**config.mk**
```make
export PLATFORM = sky130hd
export DESIGN_NAME = dmem_arbiter_flat
export DESIGN_NICKNAME = d
export VERILOG_FILES = /design/src/rtl/dmem_arbiter_if.sv /design/src/rtl/dmem_arbiter.sv /design/src/flat_wrapper.sv
export SDC_FILE = /design/constraint.sdc
export NUM_CORES = 1
export LEC_CHECK = 0
export CAP_MARGIN = 20
export CELL_PAD_IN_SITES_DETAIL_PLACEMENT = 1
export CELL_PAD_IN_SITES_GLOBAL_PLACEMENT = 1
export CORE_ASPECT_RATIO = 1.1
export CORE_MARGIN = 5
export CORE_UTILIZATION = 12
export CTS_CLUSTER_DIAMETER = 100
export DETAILED_ROUTE_END_ITERATION = 8
export PLACE_DENSITY = 0.91
export SKIP_LAST_GASP = 1
export SYNTH_ARGS = -nofsm -noshare
export SYNTH_HDL_FRONTEND = slang
export SYNTH_SLANG_ARGS = --single-unit
```
**constraint.sdc**
```tcl
create_clock -name clk -period 3 [get_ports clk]
set_clock_uncertainty 0.15 [all_clocks]
set_input_delay 0.6 -clock clk [delete_from_list [all_inputs] [get_ports clk]]
set_output_delay 0.6 -clock clk [all_outputs]
set_load 0.01 [all_outputs]
```
**src/rtl/dmem_arbiter_if.sv**
```systemverilog
// ---------------------------------------------------------------------------
// dmem_arbiter_if
//
// Bundles every bus-side signal of the data-memory arbiter:
//   port A  (pipeline MEM stage):  a_req, a_we, a_addr, a_wdata, a_bsel  ->
//                                  a_gnt, a_stall, a_rvalid, a_rdata     <-
//   port B  (loader / DMA engine): b_req, b_we, b_addr, b_wdata, b_bsel  ->
//                                  b_gnt, b_rvalid, b_rdata              <-
//   memory side:                   mem_addr, mem_wdata, mem_ren, mem_wen,
//                                  mem_bsel                              <-
//                                  mem_rdata (one cycle after mem_ren)   ->
//
// Modport slave is the arbiter's view. Modport master is the view of
// whatever surrounds the arbiter: both requesters and the memory.
// ---------------------------------------------------------------------------
interface dmem_arbiter_if;
   logic        a_req;
   logic        a_we;
   logic [31:0] a_addr;
   logic [31:0] a_wdata;
   logic [1:0]  a_bsel;
   logic        a_gnt;
   logic        a_stall;
   logic        a_rvalid;
   logic [31:0] a_rdata;

   logic        b_req;
   logic        b_we;
   logic [31:0] b_addr;
   logic [31:0] b_wdata;
   logic [1:0]  b_bsel;
   logic        b_gnt;
   logic        b_rvalid;
   logic [31:0] b_rdata;

   logic [31:0] mem_addr;
   logic [31:0] mem_wdata;
   logic        mem_ren;
   logic        mem_wen;
   logic [1:0]  mem_bsel;
   logic [31:0] mem_rdata;

   modport slave (
      input  a_req, a_we, a_addr, a_wdata, a_bsel,
      output a_gnt, a_stall, a_rvalid, a_rdata,
      input  b_req, b_we, b_addr, b_wdata, b_bsel,
      output b_gnt, b_rvalid, b_rdata,
      output mem_addr, mem_wdata, mem_ren, mem_wen, mem_bsel,
      input  mem_rdata
   );

   modport master (
      output a_req, a_we, a_addr, a_wdata, a_bsel,
      input  a_gnt, a_stall, a_rvalid, a_rdata,
      output b_req, b_we, b_addr, b_wdata, b_bsel,
      input  b_gnt, b_rvalid, b_rdata,
      input  mem_addr, mem_wdata, mem_ren, mem_wen, mem_bsel,
      output mem_rdata
   );
endinterface

```
**src/rtl/dmem_arbiter.sv**
```systemverilog
// ---------------------------------------------------------------------------
// dmem_arbiter
//
// Shares the single data-memory port between the pipeline MEM stage
// (port A, fixed priority) and a secondary master (port B). A starvation
// counter gives port B the port after it has been pending and denied for
// STARVE_LIMIT consecutive cycles, so B waits at most STARVE_LIMIT+1 cycles
// under continuous A traffic.
//
// Grants are combinational in the request cycle. Read data comes back from
// the memory one cycle later and is steered to the port that issued the
// read by a registered two-bit response tag.
//
// Parameters:
//   STARVE_LIMIT  consecutive denied cycles before B wins (legal 1..15)
// Ports:
//   clk   rising-edge clock
//   rst   asynchronous reset, active low
//   bus   dmem_arbiter_if.slave: both request ports plus the memory side
// ---------------------------------------------------------------------------
module dmem_arbiter #(
   parameter int unsigned STARVE_LIMIT = 4
) (
   input logic           clk,
   input logic           rst,
   dmem_arbiter_if.slave bus
);

   localparam logic [3:0] LIMIT = 4'(STARVE_LIMIT);

   logic [3:0] starve_cnt;
   logic [1:0] rd_tag;      // bit0: A read outstanding, bit1: B read outstanding
   logic       b_priority;
   logic       a_gnt;
   logic       b_gnt;

   // ---- arbitration -------------------------------------------------------
   assign b_priority = (starve_cnt == LIMIT);

   // A wins unless B is also asking and has waited long enough.
   assign a_gnt = bus.a_req & ~(bus.b_req & b_priority);
   assign b_gnt = bus.b_req & ~a_gnt;

   assign bus.a_gnt   = a_gnt;
   assign bus.b_gnt   = b_gnt;
   assign bus.a_stall = bus.a_req & ~a_gnt;

   // ---- memory drive ------------------------------------------------------
   // Idle cycles drive zeros so the memory bus is quiet when nobody owns it.
   always_comb begin
      bus.mem_addr  = '0;
      bus.mem_wdata = '0;
      bus.mem_bsel  = '0;
      bus.mem_ren   = 1'b0;
      bus.mem_wen   = 1'b0;
      if (a_gnt) begin
         bus.mem_addr  = bus.a_addr;
         bus.mem_wdata = bus.a_wdata;
         bus.mem_bsel  = bus.a_bsel;
         bus.mem_ren   = ~bus.a_we;
         bus.mem_wen   = bus.a_we;
      end else if (b_gnt) begin
         bus.mem_addr  = bus.b_addr;
         bus.mem_wdata = bus.b_wdata;
         bus.mem_bsel  = bus.b_bsel;
         bus.mem_ren   = ~bus.b_we;
         bus.mem_wen   = bus.b_we;
      end
   end

   // ---- starvation counter ------------------------------------------------
   // Counts only consecutive denied cycles; dropping b_req forgets history.
   always_ff @(posedge clk or negedge rst) begin
      if (!rst) begin
         starve_cnt <= '0;
      end else if (bus.b_req & ~b_gnt) begin
         if (starve_cnt != LIMIT) begin
            starve_cnt <= starve_cnt + 4'd1;
         end
      end else begin
         starve_cnt <= '0;
      end
   end

   // ---- response tag: request cycle -> response cycle ---------------------
   // Reset clears the tag, which drops any read still in flight.
   always_ff @(posedge clk or negedge rst) begin
      if (!rst) begin
         rd_tag <= 2'b00;
      end else begin
         rd_tag <= {b_gnt & ~bus.b_we, a_gnt & ~bus.a_we};
      end
   end

   assign bus.a_rvalid = rd_tag[0];
   assign bus.b_rvalid = rd_tag[1];
   assign bus.a_rdata  = rd_tag[0] ? bus.mem_rdata : 32'h0;
   assign bus.b_rdata  = rd_tag[1] ? bus.mem_rdata : 32'h0;

endmodule

```
**src/flat_wrapper.sv**
```systemverilog
// flat-port wrapper written by rule: the top's interface ports become plain ports
module dmem_arbiter_flat 
#(
   parameter int unsigned STARVE_LIMIT = 4
)
  (clk, rst, bus_a_req, bus_a_we, bus_a_addr, bus_a_wdata, bus_a_bsel, bus_a_gnt, bus_a_stall, bus_a_rvalid, bus_a_rdata, bus_b_req, bus_b_we, bus_b_addr, bus_b_wdata, bus_b_bsel, bus_b_gnt, bus_b_rvalid, bus_b_rdata, bus_mem_addr, bus_mem_wdata, bus_mem_ren, bus_mem_wen, bus_mem_bsel, bus_mem_rdata);
  dmem_arbiter_if bus_i ();
  input logic clk;
  input logic rst;
  input wire logic [$bits(bus_i.a_req)-1:0] bus_a_req;
  input wire logic [$bits(bus_i.a_we)-1:0] bus_a_we;
  input wire logic [$bits(bus_i.a_addr)-1:0] bus_a_addr;
  input wire logic [$bits(bus_i.a_wdata)-1:0] bus_a_wdata;
  input wire logic [$bits(bus_i.a_bsel)-1:0] bus_a_bsel;
  output wire logic [$bits(bus_i.a_gnt)-1:0] bus_a_gnt;
  output wire logic [$bits(bus_i.a_stall)-1:0] bus_a_stall;
  output wire logic [$bits(bus_i.a_rvalid)-1:0] bus_a_rvalid;
  output wire logic [$bits(bus_i.a_rdata)-1:0] bus_a_rdata;
  input wire logic [$bits(bus_i.b_req)-1:0] bus_b_req;
  input wire logic [$bits(bus_i.b_we)-1:0] bus_b_we;
  input wire logic [$bits(bus_i.b_addr)-1:0] bus_b_addr;
  input wire logic [$bits(bus_i.b_wdata)-1:0] bus_b_wdata;
  input wire logic [$bits(bus_i.b_bsel)-1:0] bus_b_bsel;
  output wire logic [$bits(bus_i.b_gnt)-1:0] bus_b_gnt;
  output wire logic [$bits(bus_i.b_rvalid)-1:0] bus_b_rvalid;
  output wire logic [$bits(bus_i.b_rdata)-1:0] bus_b_rdata;
  output wire logic [$bits(bus_i.mem_addr)-1:0] bus_mem_addr;
  output wire logic [$bits(bus_i.mem_wdata)-1:0] bus_mem_wdata;
  output wire logic [$bits(bus_i.mem_ren)-1:0] bus_mem_ren;
  output wire logic [$bits(bus_i.mem_wen)-1:0] bus_mem_wen;
  output wire logic [$bits(bus_i.mem_bsel)-1:0] bus_mem_bsel;
  input wire logic [$bits(bus_i.mem_rdata)-1:0] bus_mem_rdata;
  assign bus_i.a_req = bus_a_req;
  assign bus_i.a_we = bus_a_we;
  assign bus_i.a_addr = bus_a_addr;
  assign bus_i.a_wdata = bus_a_wdata;
  assign bus_i.a_bsel = bus_a_bsel;
  assign bus_a_gnt = bus_i.a_gnt;
  assign bus_a_stall = bus_i.a_stall;
  assign bus_a_rvalid = bus_i.a_rvalid;
  assign bus_a_rdata = bus_i.a_rdata;
  assign bus_i.b_req = bus_b_req;
  assign bus_i.b_we = bus_b_we;
  assign bus_i.b_addr = bus_b_addr;
  assign bus_i.b_wdata = bus_b_wdata;
  assign bus_i.b_bsel = bus_b_bsel;
  assign bus_b_gnt = bus_i.b_gnt;
  assign bus_b_rvalid = bus_i.b_rvalid;
  assign bus_b_rdata = bus_i.b_rdata;
  assign bus_mem_addr = bus_i.mem_addr;
  assign bus_mem_wdata = bus_i.mem_wdata;
  assign bus_mem_ren = bus_i.mem_ren;
  assign bus_mem_wen = bus_i.mem_wen;
  assign bus_mem_bsel = bus_i.mem_bsel;
  assign bus_i.mem_rdata = bus_mem_rdata;
  dmem_arbiter #(.STARVE_LIMIT(STARVE_LIMIT)) u_core (.clk(clk), .rst(rst), .bus(bus_i));
endmodule
```
Word-level counts from Yosys, hierarchy flattened
Index checks and enable logic that the tools add are counted.
W data, S select, Z words.
- register bits after elaboration: 6
- bits of input ports: 170
- logic and storage cells: 32
- add/sub/neg operators: 1
- equal/unequal tests: 3
- mux-type cells: 14
- bitwise operators: 12
- operators by type and width (operator ; number):
    $mux W32 ; 6
    $mux W4 ; 2
    $and A1 B1 Y1 ; 7
    $not A1 Y1 ; 5
    $add A4 B1 Y4 const B ; 1
    $eq A4 B3 Y1 const B ; 1
    $mux W1 ; 4
    $mux W2 ; 2
    $ne A4 B3 Y1 const B ; 1
    $ne A2 B2 Y1 const B ; 1

Logic depth before layout (Yosys ltp)
- word-level depth: 9
- mapped depth: 7
- mapped depth without buffers: 6

Worst setup path after synthesis
No wires, ideal clock.
- path kind: input-to-output
- start point: input bus_b_req
- end point: output bus_mem_addr[19]
- data arrival time: 1.451 ns
- data required time: 2.250 ns
- setup slack: 0.799 ns
- stages on the path: 6
- path buffers: 2
- cells stage by stage: buf_4 -> nand4b_4 -> nand2_2 -> inv_2 -> buf_2 -> o21ai_1
- longest elaborated chain between the ends: 7
- ends and longest elaborated chain (what ; RTL line ; RTL):
    start, declared ; flat_wrapper.sv:19 ; input wire logic [$bits(bus_i.b_req)-1:0] bus_b_req;
    $and A1 B1 Y1 (*) ; dmem_arbiter.sv:41 ; assign a_gnt = bus.a_req & ~(bus.b_req & b_priority);
    $not A1 Y1 (*) ; dmem_arbiter.sv:41 ;
    $and A1 B1 Y1 (*) ; dmem_arbiter.sv:41 ;
    via bus_a_gnt ; flat_wrapper.sv:15 ; output wire logic [$bits(bus_i.a_gnt)-1:0] bus_a_gnt;
    $not A1 Y1 ; dmem_arbiter.sv:42 ; assign b_gnt = bus.b_req & ~a_gnt;
    $and A1 B1 Y1 ; dmem_arbiter.sv:42 ;
    $mux W32 ; dmem_arbiter.sv:62 ; end else if (b_gnt) begin
    $mux W32 (*) ; dmem_arbiter.sv:56 ; if (a_gnt) begin
    end, declared ; flat_wrapper.sv:27 ; output wire logic [$bits(bus_i.mem_addr)-1:0] bus_mem_addr;
The timed path passes the listed nets; every way through them passes the cells marked *.

Final worst setup path
- start point: register u_core.starve_cnt[0]
- end point: output bus_mem_addr[18]
- longest elaborated chain between the ends: 8
- ends and longest elaborated chain (what ; RTL line ; RTL):
    start, declared ; dmem_arbiter.sv:31 ; logic [3:0] starve_cnt;
    start signal, assigned ; dmem_arbiter.sv:78 ; starve_cnt <= starve_cnt + 4'd1;
    $eq A4 B3 Y1 (*) ; dmem_arbiter.sv:38 ; assign b_priority = (starve_cnt == LIMIT);
    $and A1 B1 Y1 (*) ; dmem_arbiter.sv:41 ;
    $not A1 Y1 (*) ; dmem_arbiter.sv:41 ;
    $and A1 B1 Y1 (*) ; dmem_arbiter.sv:41 ;
    $not A1 Y1 ; dmem_arbiter.sv:42 ;
    $and A1 B1 Y1 ; dmem_arbiter.sv:42 ;
    $mux W32 ; dmem_arbiter.sv:62 ;
    $mux W32 (*) ; dmem_arbiter.sv:56 ;
Mark *: on every way between the ends. The rest lies on a longest branch, timed or not.

==> results.sh <==
export IMPL_final_cells=808
export IMPL_grt_pass1_vias=3664
export IMPL_final_antenna_net_count=0
export IMPL_cts_clk_slew_worst_paths_ns=0.03
export IMPL_worst_r2r_cell_count=7
export IMPL_fin_crit_sh_pct=96.3
export IMPL_die_area_sq_mm=0.0173
export IMPL_worst_slew_pin_slew_ns=0.366
export IMPL_synthCells=329
export IMPL_cp_end_kind="output port"
export IMPL_ioPinCount=307
export IMPL_hold_path_class="reg2reg"
export IMPL_overflow=0
export IMPL_cts_buffers=3
export IMPL_synth_area_per_cell_sq_um=5.40
export IMPL_via_count=3455
export IMPL_start_util_pct=12.2
export IMPL_clock_root_buffer="clkbuf_16"
export IMPL_cts_tree="built"
export IMPL_core_area_sq_mm=0.0145
export IMPL_final_setup_viol_count=0
export IMPL_status="finished clean"
export IMPL_synth_edf_count=0
export IMPL_async_flop_share_pct=100
export IMPL_fin_crit_ns=2.89
export IMPL_slowest_stage="clkdlybuf4s50_1"
export IMPL_vias_per_cell=4.28
export IMPL_netlist_area_leader_share_pct=22.9
export IMPL_dp_cells=802
export IMPL_row_count=46
export IMPL_critPathTopFamily="buffers and inverters"
export IMPL_finalNetCount=790
export IMPL_critPathKind="reg2out"
export IMPL_seq_area_frac_synth_pct=8.45
export IMPL_maxCapViolCount=0
export IMPL_die_w_um=126
export IMPL_regToRegSetupSlack_ns=1.36
export IMPL_antenna_found_initial=0
export IMPL_htree_num_levels=1
export IMPL_path_cells="inv_1 -> ha_1 -> nand4b_4 -> nand2_4 -> inv_2 -> buf_12 -> o21ai_1 -> clkdlybuf4s50_1"
export IMPL_drive_gt1_share_pct=3.57
export IMPL_path_buf_inv=4
export IMPL_min_from="u_core.starve_cnt[0]"
export IMPL_holdPathEnd="u_core.starve_cnt[0]"
export IMPL_path_max_fanout=22
export IMPL_ir_worst_vdd_mv=0.117
export IMPL_slowest_delay_ns=0.56
export IMPL_synth_top_area_cell="and2_1"
export IMPL_routed_wl_um=13400
export IMPL_gp_congestion=0.786
export IMPL_drt_first_pass_iters=4
export IMPL_chipHeight_um=138
export IMPL_ys_warn_count=0
export IMPL_timing_fmax_mhz=346
export IMPL_dp_final_hpwl_um=11000
export IMPL_yosys_top_cells_count="69 x nand3_1, 67 x nand2_1, 67 x o21ai_1, 65 x and2_1, 23 x clkbuf_1"
export IMPL_postCtsHoldBufs=0
export IMPL_synthTopCellsByArea="and2_1 23%, nand3_1 19%, o21ai_1 19%, nand2_1 14%, dfrtp_1 8.5%"
export IMPL_io_buffers=306
export IMPL_worstPathArrival_ns=2.14
export IMPL_drc_errors=0
export IMPL_syn_num_nets=501
export IMPL_start_kind="flop"
export IMPL_maxSlewHeadroom_pct=75.6
export IMPL_final_util_pct=36.8
export IMPL_drt_met1_wl_um=5030
export IMPL_ys_flop_type="dfrtp_1"
export IMPL_min_path_cells=1
export IMPL_yosysMostFrequentCell="nand3_1"
export IMPL_track_usage_pct=13.8
export IMPL_drv_slew=0
export IMPL_worstReg2RegEnd="u_core.starve_cnt[1]"
export IMPL_areaGrowthSynthToFinish_pct=200
export IMPL_clock_path_buffers=2
export IMPL_netlist_area_sq_mm=0.00178
export IMPL_r2r_start="u_core.starve_cnt[0]"
export IMPL_synth_seq_cells=6
export IMPL_ys_types=20
export IMPL_drt_iter0_markers=88
export IMPL_p_leak_uw=0.00268
export IMPL_clock_sinks=6
export IMPL_wire_per_inst_um=16.6
export IMPL_dr_max_layer_used="met4"
export IMPL_antennaDiodeCount=0
export IMPL_grt_pass1_wl_um=19200
export IMPL_dr_wl_met3_um=1470
export IMPL_cp_required_ns=2.25
export IMPL_grt_max_degree=72
export IMPL_insertion_delay_ns=0.23
export IMPL_totalPowerFinal_uw=962
export IMPL_p_per_area_mw_per_mm2=180
export IMPL_met2_wirelength_um=6720
export IMPL_timing_final_hold_violations=0
[through the flow]
stage	hold WS (ns)	TNS (ns)	worst slack (ns)	area (sq um)
after global routing	0.364	-0.0451	-0.0107	5340
after global placement	0.333	0	0.153	5080
final	0.338	0	0.111	5340
after CTS	0.342	0	0.00869	5160
after floorplan	0.154	0	0.799	1780
after detailed placement	0.338	0	0.125	5080
[worst max-delay path by stage]
stage | startpoint | cells after the start | end
detailed placement | bus_b_req | 7 | bus_mem_wdata[28]
global placement | bus_b_req | 7 | bus_mem_wdata[28]
CTS | u_core.starve_cnt[0] | 8 | bus_mem_wdata[29]
finish | u_core.starve_cnt[0] | 8 | bus_mem_addr[18]
floorplan | bus_b_req | 6 | bus_mem_addr[19]
global route | u_core.starve_cnt[0] | 8 | bus_mem_addr[26]
[placed cells by master (no fill, tap or decap), types with 3 or more instances in the layout]
cell type and count:
o21ai_1 67, clkbuf_16 4, dfrtp_1 6, buf_12 7, inv_1 3, clkdlybuf4s50_1 247, and2_1 65, dlygate4sd2_1 3
nand2_1 67, dlymetal6s2s_1 54, nand3_1 69, buf_4 6, nor2_1 6
[routing by layer]
layer | track usage (%) | vias up
met5 | 0 | -
met4 | 3.69 | 0
met3 | 5.51 | 14
met2 | 25.9 | 213
met1 | 14.2 | 1561
li1 | - | 1667
[final cells by class]
type | instances | area, sq um
clock buffers | 3 | 75.1
well taps | 192 | 240
multi-input cells | 283 | 1460
flip-flops and latches | 6 | 150
repair buffers | 320 | 3390
inverters | 4 | 15.0
fillers | 1759 | 9170
[where the power goes]
part	switching [uW]	leakage, uW	internal, uW
Sequential	1.69	0.0000811	83.9
Clock	48.3	0.0000370	171
Combinational	249	0.00257	407
Total	299	0.00268	663
[timing repair]
action                     4_1_cts  5_1_grt
gates cloned                     0        1
resized for setup                3       55
setup endpoints to repair        3       64
pin swaps                        0        1
setup buffers                    0        2
[worst register-to-register path: stages, from the launching register on]
cell and delay, ns:
dfrtp_1 0.40, inv_1 0.07, ha_1 0.20, nand4b_4 0.17, nand2_4 0.13, inv_2 0.07, buf_12 0.16, and3_1 0.18
[registers in the layout, summed over array words and instances (netlist names)]
signal / cells
u_core.rd_tag: 2
u_core.starve_cnt: 4
[kinds of logic after synthesis]
family,after synthesis,synth area share (%)
buffers and inverters,40,9.58
XOR/XNOR,2,0.986
AND/OR/NAND/NOR,211,60.1
multiplexers,1,0.563
AO/OA/AOI/OAI,67,18.9
flip-flops,6,8.45
adder cells (fa/ha/maj),2,1.41
No activity file was read; power rests on OpenSTA's default activity.
==> RTL edit: new RTL, config.mk and constraints unchanged <==
Reset style: synchronous (`rst`), changed in 2 clocked blocks. Comments in the files are not updated.
--- a/src/rtl/dmem_arbiter.sv
+++ b/src/rtl/dmem_arbiter.sv
@@ -70,7 +70,7 @@
 
    // ---- starvation counter ------------------------------------------------
    // Counts only consecutive denied cycles; dropping b_req forgets history.
-   always_ff @(posedge clk or negedge rst) begin
+   always_ff @(posedge clk) begin
       if (!rst) begin
          starve_cnt <= '0;
       end else if (bus.b_req & ~b_gnt) begin
@@ -84,7 +84,7 @@
 
    // ---- response tag: request cycle -> response cycle ---------------------
    // Reset clears the tag, which drops any read still in flight.
-   always_ff @(posedge clk or negedge rst) begin
+   always_ff @(posedge clk) begin
       if (!rst) begin
          rd_tag <= 2'b00;
       end else begin
Check against the original RTL: differs if rst is asserted again (counterexample within 4 cycles, from zero or initial values and one cycle with rst low); with rst held inactive, the same outputs for 10 cycles.
==> RTL edit against the original RTL <==
Sequential share of layout area down 0.64 points; wire length decreased by 5.7%; setup slack better by 36 ps; power shrank 3.9%; cell area up 3.7%; synthesized area is 20% higher; combinational power decreased by 4.1%; sequential cell count stayed put; maximum frequency increased by 1.3%; worst hold slack worse by 8.1 ps; cell count grew 6.3%.
==> RTL edit: results (changes against the original RTL) <==
share of cells above drive strength 1: 0.03865 (was 0.03571)
Final clock-cell share: 0.01357 (was 0.01407)
WL/cell: 14.74 um (was 16.62 um)
worst setup path start: bus_a_req (was u_core.starve_cnt[0])
pin count of the biggest net entering global routing: 58 (was 72)
Post-synth top cells: inv_1 (72), nand2_1 (69), mux2i_1 (68) (was nand3_1 (69), nand2_1 (67), o21ai_1 (67))
vias in the first global route: 3517 (was 3664)
WHS Endpoint: u_core.starve_cnt[0] (unchanged)
worst min-delay path startpoint: u_core.starve_cnt[0] (unchanged)
routed via count: 3191 (was 3455)
filler cell count: 2162 (was 1759)
Non-clock buffers: 319 (was 320)
maximum VDD drop: 0.1765 mV (was 0.1170 mV)
number of DRC markers in iteration 0: 61 (was 88)
status: finished, final reports clean (unchanged)
number of distinct library cells after synthesis: 23 (was 20)
synthesized-area fraction occupied by adder cells: 0.01169 (was 0.01408)
Signal buf overhead: 0.5920 (was 0.6361)
r2r endpoint: u_core.rd_tag[1] (was u_core.starve_cnt[1])
Largest stage delay, worst path: 530 ps (was 560 ps)
dominant synthesized flop cell: dfxtp_1 (was dfrtp_1)
All-Layer GR Usage: 0.1114 (was 0.1379)
Post-synth ARST share: 0 (was 1.000)
Mapped Nets: 493 (was 501)
Synth Area in Compound Gates: 0.01929 (was 0.1887)
first-pass GRT wire length: 17950 um (was 19210 um)
register area share after synthesis: 0.05611 (was 0.08451)
top cells by area, synth: mux2i_1 (32%), and2_1 (19%), inv_1 (13%), nand2_1 (12%), buf_12 (7.5%) (was and2_1 (23%), nand3_1 (19%), o21ai_1 (19%), nand2_1 (14%), dfrtp_1 (8.5%))
GRT met2 Usage: 0.2323 (was 0.2590)
Storage cell area: 120.1 um2 (was 150.1 um2)
Non-clock inverters: 73 (was 4)
CP max FO: 14 (was 22)
r2r startpoint: u_core.starve_cnt[0] (unchanged)
Multi-In Gates: 220 (was 283)
Nets: 795 (was 790)
multi-input gate share of total cell area: 0.2693 (was 0.2739)
worst path arrival time: 2100 ps (was 2140 ps)
Pleak: 0.002907 uW (was 0.002684 uW)
worst hold margin: 329.8 ps (was 337.9 ps)
grt met3 use: 0.04909 (was 0.05506)
post-synthesis mux area share: 0.3179 (was 0.005634)
Synth Area in XOR/XNOR: 0 (was 0.009859)
DP HPWL: 11070 um (was 10980 um)
worst reg2reg setup slack: 1340 ps (was 1360 ps)
crit path to: bus_a_gnt (was bus_mem_addr[18])
headroom to the max-slew limit: 0.8195 (was 0.7562)
met1 usage: 0.09668 (was 0.1425)
==> RTL edit: cell count changes in the layout (fill, tap and decap cells not counted), sizes merged, moves of 2 or more <==
cell and delta:
a21oi +2, o21ai -65, clkdlybuf4s50 -10, dfrtp -6, dfxtp +6, dlygate4sd2 +39
nand3 -68, mux2i +67, dlymetal6s2s -28, inv +69, buf -2
==> RTL edit: routing by layer <==
layer / wire [um] / part of all wire
met1: 3779 / 0.30
met2: 7100 / 0.56
met3: 1664 / 0.13
met4: 113 / 0.0089
met5: 0 / 0
==> RTL edit: cell families after synthesis <==
kind of cell	count (synthesis)
buffers and inverters	95
AOI/OAI and AO/OA	5
DFF	6
and+or+nand+nor	145
adders and majority gates	2
muxes	68
==> RTL edit: power breakdown <==
| part | internal [uW] | switching (uW) |
|---|---|---|
| combinational | 394 | 234 |
| sequential | 81.9 | 1.03 |
| clock | 171 | 41.7 |
| total | 647 | 277 |
==> RTL edit: worst register-to-register path, cell delays in order (launching register included) <==
cell and delay [ps]:
dfxtp_1 330, inv_1 70, ha_2 220, nand3b_4 110, o21ai_4 180, buf_12 170
buf_12 160, and4b_2 220
==> RTL edit: repair_timing <==
action | in CTS | in global routing
endpoints found under the setup margin | 67 | 26
setup buffers | 1 | 0
pin swaps | 1 | 0
hold buffers | 0 | 0
gates cloned | 0 | 1
gates resized for setup | 44 | 28
==> RTL edit: per-stage QoR <==
stage | util | setup WS [ps] | instances | cell area (um2)
2_1_floorplan | - | 744.4 | 321 | 2141
3_3_place_gp | 0.3054 | -68.58 | 854 | 5379
3_5_place_dp | 0.3054 | -135.3 | 854 | 5379
4_1_cts | 0.3084 | -114.3 | 858 | 5431
5_1_grt | 0.3142 | 68.36 | 859 | 5533
6_report | 0.3142 | 147.5 | 859 | 5533
